<file path="src/rtl/npu_pkg.sv">
// Shared types and default sizing for the NPU layer sequencer.
package npu_pkg;

   typedef enum logic [2:0] {
      S_IDLE  = 3'd0,
      S_LD0   = 3'd1,
      S_MAC   = 3'd2,
      S_DRAIN = 3'd3,
      S_WB    = 3'd4,
      S_LD1   = 3'd5,
      S_OUT   = 3'd6,
      S_DONE  = 3'd7
   } npu_ctrl_state_e;

   localparam int DEF_SIZE       = 4;
   localparam int DEF_MAX_LAYERS = 8;
   localparam int SEL_W          = $clog2(DEF_SIZE);
   localparam int LW             = $clog2(DEF_MAX_LAYERS + 1);

endpackage

</file>
<file path="src/rtl/npu_lat_counter.sv">
// Modulo-TERM up-counter with load-to-zero and terminal-count flag.
module npu_lat_counter #(
   parameter  int TERM = 4,
   localparam int W    = (TERM > 1) ? $clog2(TERM) : 1
) (
   input  logic         clk,
   input  logic         rst,
   input  logic         clr,
   input  logic         en,
   output logic [W-1:0] cnt,
   output logic         tc
);

   assign tc = (cnt == W'(TERM - 1));

   always_ff @(posedge clk) begin
      if (rst || clr)
         cnt <= '0;
      else if (en)
         cnt <= tc ? '0 : cnt + 1'b1;
   end

endmodule

</file>
<file path="src/rtl/npu_layer_ctrl.sv">
// Multi-layer sequencer: load, stream through MACs, drain, write back or
// hand results to the host.
module npu_layer_ctrl
   import npu_pkg::*;
#(
   parameter  int SIZE       = DEF_SIZE,
   parameter  int MAC_LAT    = 3,
   parameter  int MAX_LAYERS = DEF_MAX_LAYERS,
   localparam int SW         = $clog2(SIZE),
   localparam int LNW        = $clog2(MAX_LAYERS + 1)
) (
   input  logic            clk,
   input  logic            rst,
   input  logic            start,
   input  logic [LNW-1:0]  cfg_nlayers,
   input  logic            load_done,
   input  logic            x_load_val,
   input  logic            w_load_val,
   input  logic [SW-1:0]   w_load_sel,
   input  logic            x_fifo_empty,
   input  logic [SIZE-1:0] w_fifo_empty,
   input  logic            out_rdy,
   output logic            x_sel,
   output logic            x_fifo_wen,
   output logic [SIZE-1:0] w_fifo_wen,
   output logic            x_fifo_ren,
   output logic            w_fifo_ren,
   output logic            istream_val,
   output logic [SW-1:0]   ostream_sel,
   output logic            mac_rst,
   output logic            out_val,
   output logic            busy,
   output logic            done,
   output logic [LNW-1:0]  layer_idx,
   output logic [3:0]      trace_state
);

   npu_ctrl_state_e state;
   logic [LNW-1:0]  nlayers;
   logic            empty, lat_tc, idx_tc, ld, last_layer;

   assign empty      = x_fifo_empty & (&w_fifo_empty);
   assign ld         = (state == S_LD0) || (state == S_LD1);
   assign last_layer = (layer_idx == nlayers - LNW'(1));

   // Latency counter sits at zero outside DRAIN, so every DRAIN starts fresh.
   npu_lat_counter #(.TERM(MAC_LAT)) u_lat (
      .clk (clk),
      .rst (rst),
      .clr (state != S_DRAIN),
      .en  (state == S_DRAIN),
      .cnt (),
      .tc  (lat_tc)
   );

   npu_lat_counter #(.TERM(SIZE)) u_idx (
      .clk (clk),
      .rst (rst),
      .clr ((state == S_IDLE) || (state == S_DRAIN && lat_tc)),
      .en  ((state == S_WB) || (state == S_OUT && out_rdy)),
      .cnt (ostream_sel),
      .tc  (idx_tc)
   );

   always_ff @(posedge clk) begin
      if (rst) begin
         state     <= S_IDLE;
         nlayers   <= LNW'(1);
         layer_idx <= '0;
      end else begin
         case (state)
            S_IDLE: if (start) begin
               nlayers   <= (cfg_nlayers == '0) ? LNW'(1) : cfg_nlayers;
               layer_idx <= '0;
               state     <= S_LD0;
            end
            S_LD0, S_LD1: if (load_done) state <= S_MAC;
            S_MAC:        if (empty) state <= S_DRAIN;
            S_DRAIN:      if (lat_tc) state <= last_layer ? S_OUT : S_WB;
            S_WB: if (idx_tc) begin
               layer_idx <= layer_idx + LNW'(1);
               state     <= S_LD1;
            end
            S_OUT:        if (out_rdy && idx_tc) state <= S_DONE;
            default:      state <= S_IDLE;
         endcase
      end
   end

   // Load strobes pass straight through so a word coincident with load_done lands.
   always_comb begin
      w_fifo_wen = '0;
      for (int i = 0; i < SIZE; i++)
         if (ld && w_load_val && int'(w_load_sel) == i) w_fifo_wen[i] = 1'b1;
   end

   assign x_sel       = (state == S_WB);
   assign x_fifo_wen  = ((state == S_LD0) && x_load_val) || (state == S_WB);
   assign istream_val = (state == S_MAC) && !empty;
   assign x_fifo_ren  = istream_val;
   assign w_fifo_ren  = istream_val;
   assign mac_rst     = idx_tc && ((state == S_WB) || (state == S_OUT && out_rdy));
   assign out_val     = (state == S_OUT);
   assign busy        = (state != S_IDLE);
   assign done        = (state == S_DONE);
   assign trace_state = {1'b0, state};

endmodule

</file>
<file path="config.mk">
export PLATFORM = sky130hd
export DESIGN_NAME = npu_layer_ctrl
export DESIGN_NICKNAME = d
export VERILOG_FILES = /design/src/rtl/npu_pkg.sv /design/src/rtl/npu_lat_counter.sv /design/src/rtl/npu_layer_ctrl.sv
export SDC_FILE = /design/constraint.sdc
export NUM_CORES = 1
export LEC_CHECK = 0
export CAP_MARGIN = 10
export CORE_MARGIN = 2
export CORE_UTILIZATION = 41
export CTS_CLUSTER_DIAMETER = 100
export DETAILED_ROUTE_END_ITERATION = 8
export PLACE_DENSITY = 0.78
export RECOVER_POWER = 100
export SYNTH_ARGS = -nofsm -noshare
export SYNTH_HDL_FRONTEND = slang
export SYNTH_SLANG_ARGS = --single-unit
</file>
<file path="constraint.sdc">
create_clock -name clk -period 1.4 [get_ports clk]
set_input_delay 0.28 -clock clk [delete_from_list [all_inputs] [get_ports clk]]
set_output_delay 0.28 -clock clk [all_outputs]
set_load 0.005 [all_outputs]
</file>
==> impl_results.md <==
- Top cell type's share of synthesized area: 0.3175
- Final min period: 1.636 ns
- Startpoint class of the critical path: register
- Failing checks: negative setup slack
- First-pass GRT wire length: 5.181 mm
- Hold Fails Final Rpt: 0
- Post-Syn Area per Cell: 7.690 um^2
- Sequential-to-total area share from yosys stat: 0.3175
- Clk Latency, worst-skew pair: 0.30 ns
- Crit path capture: w_fifo_wen[1]
- Cell with the most instances after synthesis: dfxtp_1
- Clock skew: 0.008410 ns
- Largest cells by area after synthesis: dfxtp_1 32%, nor3_1 5.3%, nand2_1 5.2%
- Die Span X: 52.03 um
- Total Neg Setup Slack: -2.508 ns
- Crit end category: output pin
- Share of flip-flops with an asynchronous set or reset: 0
- Worst endpoint data arrival time: 1.36 ns
- Initial cell density of the core: 0.4318
- Worst vdd ir: 750.7 uV
- Placed Instances: 204
- Synth Flop Type: dfxtp_1
- Worst path depth: 7
- Met2 Usage GRT: 0.5253
- Reg2Reg Depth: 7
- I/O Pins: 41
- Via count: 1260
- TritonCTS buffer count: 3
- Reg2Reg Setup Slack: -0.21 ns
- Seq cells post-synth: 15
- CORE AREA: 2191 um^2
- PwrDens: 616.9 nW/um^2
- WL final: 4.161 mm
- Worst Setup SP: state[0]
- Count of cell types in the netlist: 34
- CP max stage delay: 0.39 ns
- WP data required: 1.12 ns
- IO Port Bufs: 39
- Routed WL per cell: 18.33 um
- Area of the die: 2707 um^2
- Fin. max-slew vios: 0
- Launch point of the worst reg-to-reg path: state[0]
- GRT Total Usage: 0.2626
- CP bufs+invs: 3
- Drt initial violations: 25
- CTS max path bufs: 2
- Drt pass-1 iters: 4
- Post-synth EDFFs: 0
- Area of the multi-input gates: 765.7 um^2
- Met1 Track Usage GR: 0.2424
- FP Rows: 17
- Syn-to-layout area delta: 100.1%
- Worst-path maximum fanout: 3
- Post-Syn Nets: 144
- HP Class: reg2reg
- Clock slew at reported path FFs: 0.10 ns
- FF-to-FF End: layer_idx[3]
- Number of H-tree levels: 1
- Fin cells: 227
- Mapped Area: 945.9 um^2
- CP top delay family: flip-flops
- Final period util: 1.169
- Crit-path cells: buf_6 > nand2_4 > nor2_4 > buf_6 > nand2_2 > nor2_2 > buf_2
- Final setup vio count: 23
- Placer Congestion: 0.8154
- Detailed Place HPWL: 2.201 mm
- Number of global-route vias before repair: 1225
- P_leak: 0.0008731 uW
- Busiest grt layer: met2
- Grt met3 use: 0.04598
- Initial antenna violation count: 0
- CP most frequent cell: buf_6
- RSZ-0062 raised after global routing: yes
- ANT cells: 0
- Final Util: 0.8641
- Fillers: 116
- Proportion of layout cells with a drive suffix above 1: 0.4925
- Grt total ovfl: 0
- Clk sinks: 15
- Sequential cell area: 311.5 um^2
- CTS tree: built
- DRC: 0
- CTS root buf: clkbuf_4
- CTS Hold Bufs: 0
- Setup slack after layout: -0.2360 ns
- Die H: 52.03 um
- Crit Path Category: reg2out
- Yosys warns: 0
- Most common library cells after synthesis: 15 x dfxtp_1, 13 x nand2_1, 12 x nor2_1
- Fmax: 611.2 MHz
- Synth area leader: dfxtp_1
- Status: complete, but fails checks
- Nets: 221
- Slowest stage cell, crit path: dfxtp_4
- Pre-CTS setup slack: -0.6405 ns
- Post-route ant nets: 0
- Vias per inst: 5.551
- Post-synthesis cell count: 123
- Largest net degree at the start of global routing: 10
- Max-Cap Viols: 0
[area by class of cell]
cell class | instances | area share
repair buffers | 81 | 0.3866
multi-input cells | 93 | 0.4045
flip-flops and latches | 15 | 0.1646
inverters | 6 | 0.01190
well taps | 28 | 0.01851
clock buffers | 4 | 0.01388
[per-stage QoR]
step | hold WS, ns | power [uW] | instance area, um^2
finish | 0.4630 | 1168 | 1893
CTS | 0.4463 | 1079 | 1734
floorplan | 0.4063 | 597.2 | 945.9
global route | 0.4871 | 1208 | 1893
global placement | 0.4258 | 726.3 | 1500
detailed placement | 0.4325 | 739.8 | 1500
[repair_timing]
action,in CTS,in global routing
buffers inserted,13,6
pin swaps,14,15
resized for setup,114,31
endpoints found under the setup margin,30,27
[layer usage]
metal  vias to the layer above  share of wire
li1                        568              -
met1                       596           0.37
met2                        70           0.51
met3                        26          0.070
met4                         0          0.042
met5                         -              0
[worst min path at each step]
stage          slack (ns)    startpoint      endpoint  cells past startpoint
2_1_floorplan        0.41  u_lat.cnt[0]  u_lat.cnt[0]                      1
3_3_place_gp         0.43  u_lat.cnt[0]  u_lat.cnt[0]                      1
3_5_place_dp         0.43  u_lat.cnt[0]  u_lat.cnt[0]                      1
4_1_cts              0.45  u_lat.cnt[0]  u_lat.cnt[0]                      1
5_1_grt              0.49    nlayers[3]    nlayers[3]                      2
6_report             0.46  u_lat.cnt[0]  u_lat.cnt[0]                      1
[cells by family (layout without fill, tap and decap cells)]
| family | count (synthesis) | in the layout | synth area share |
|---|---|---|---|
| muxes | 3 | 3 | 0.03175 |
| and+or+nand+nor | 57 | 57 | 0.3069 |
| DFF | 15 | 15 | 0.3175 |
| xor gates and xnor gates | 8 | 8 | 0.07407 |
| adders and majority gates | 3 | 3 | 0.03969 |
| buffers and inverters | 15 | 91 | 0.08333 |
| other | 1 | 1 | 0.003964 |
| AOI/OAI and AO/OA | 21 | 21 | 0.1429 |
[flip-flops by register name, indices dropped and copies added, names as in the netlist]
signal and cells:
u_idx.cnt 2, nlayers 4, state 3, u_lat.cnt 2, layer_idx 4
[power by group]
group,switching [uW],internal [uW]
sequential,15.6,440
combinational,205,242
clock,154,111
[layout by cell type, fill, tap and decap left out, drive strengths merged, types with 4 or more instances in the layout]
cell type      Yosys  layout
a21oi              8       8
nor2              12      12
xnor2              4       4
buf                7      56
xor2               4       4
nand3              4       4
and2               4       4
clkbuf             2       4
nor3              10      10
dfxtp             15      15
dlygate4sd2        0      12
nand2             14      14
clkdlybuf4s50      0      12
inv                6       6
Note: power is estimated with default switching activity, not from simulation.
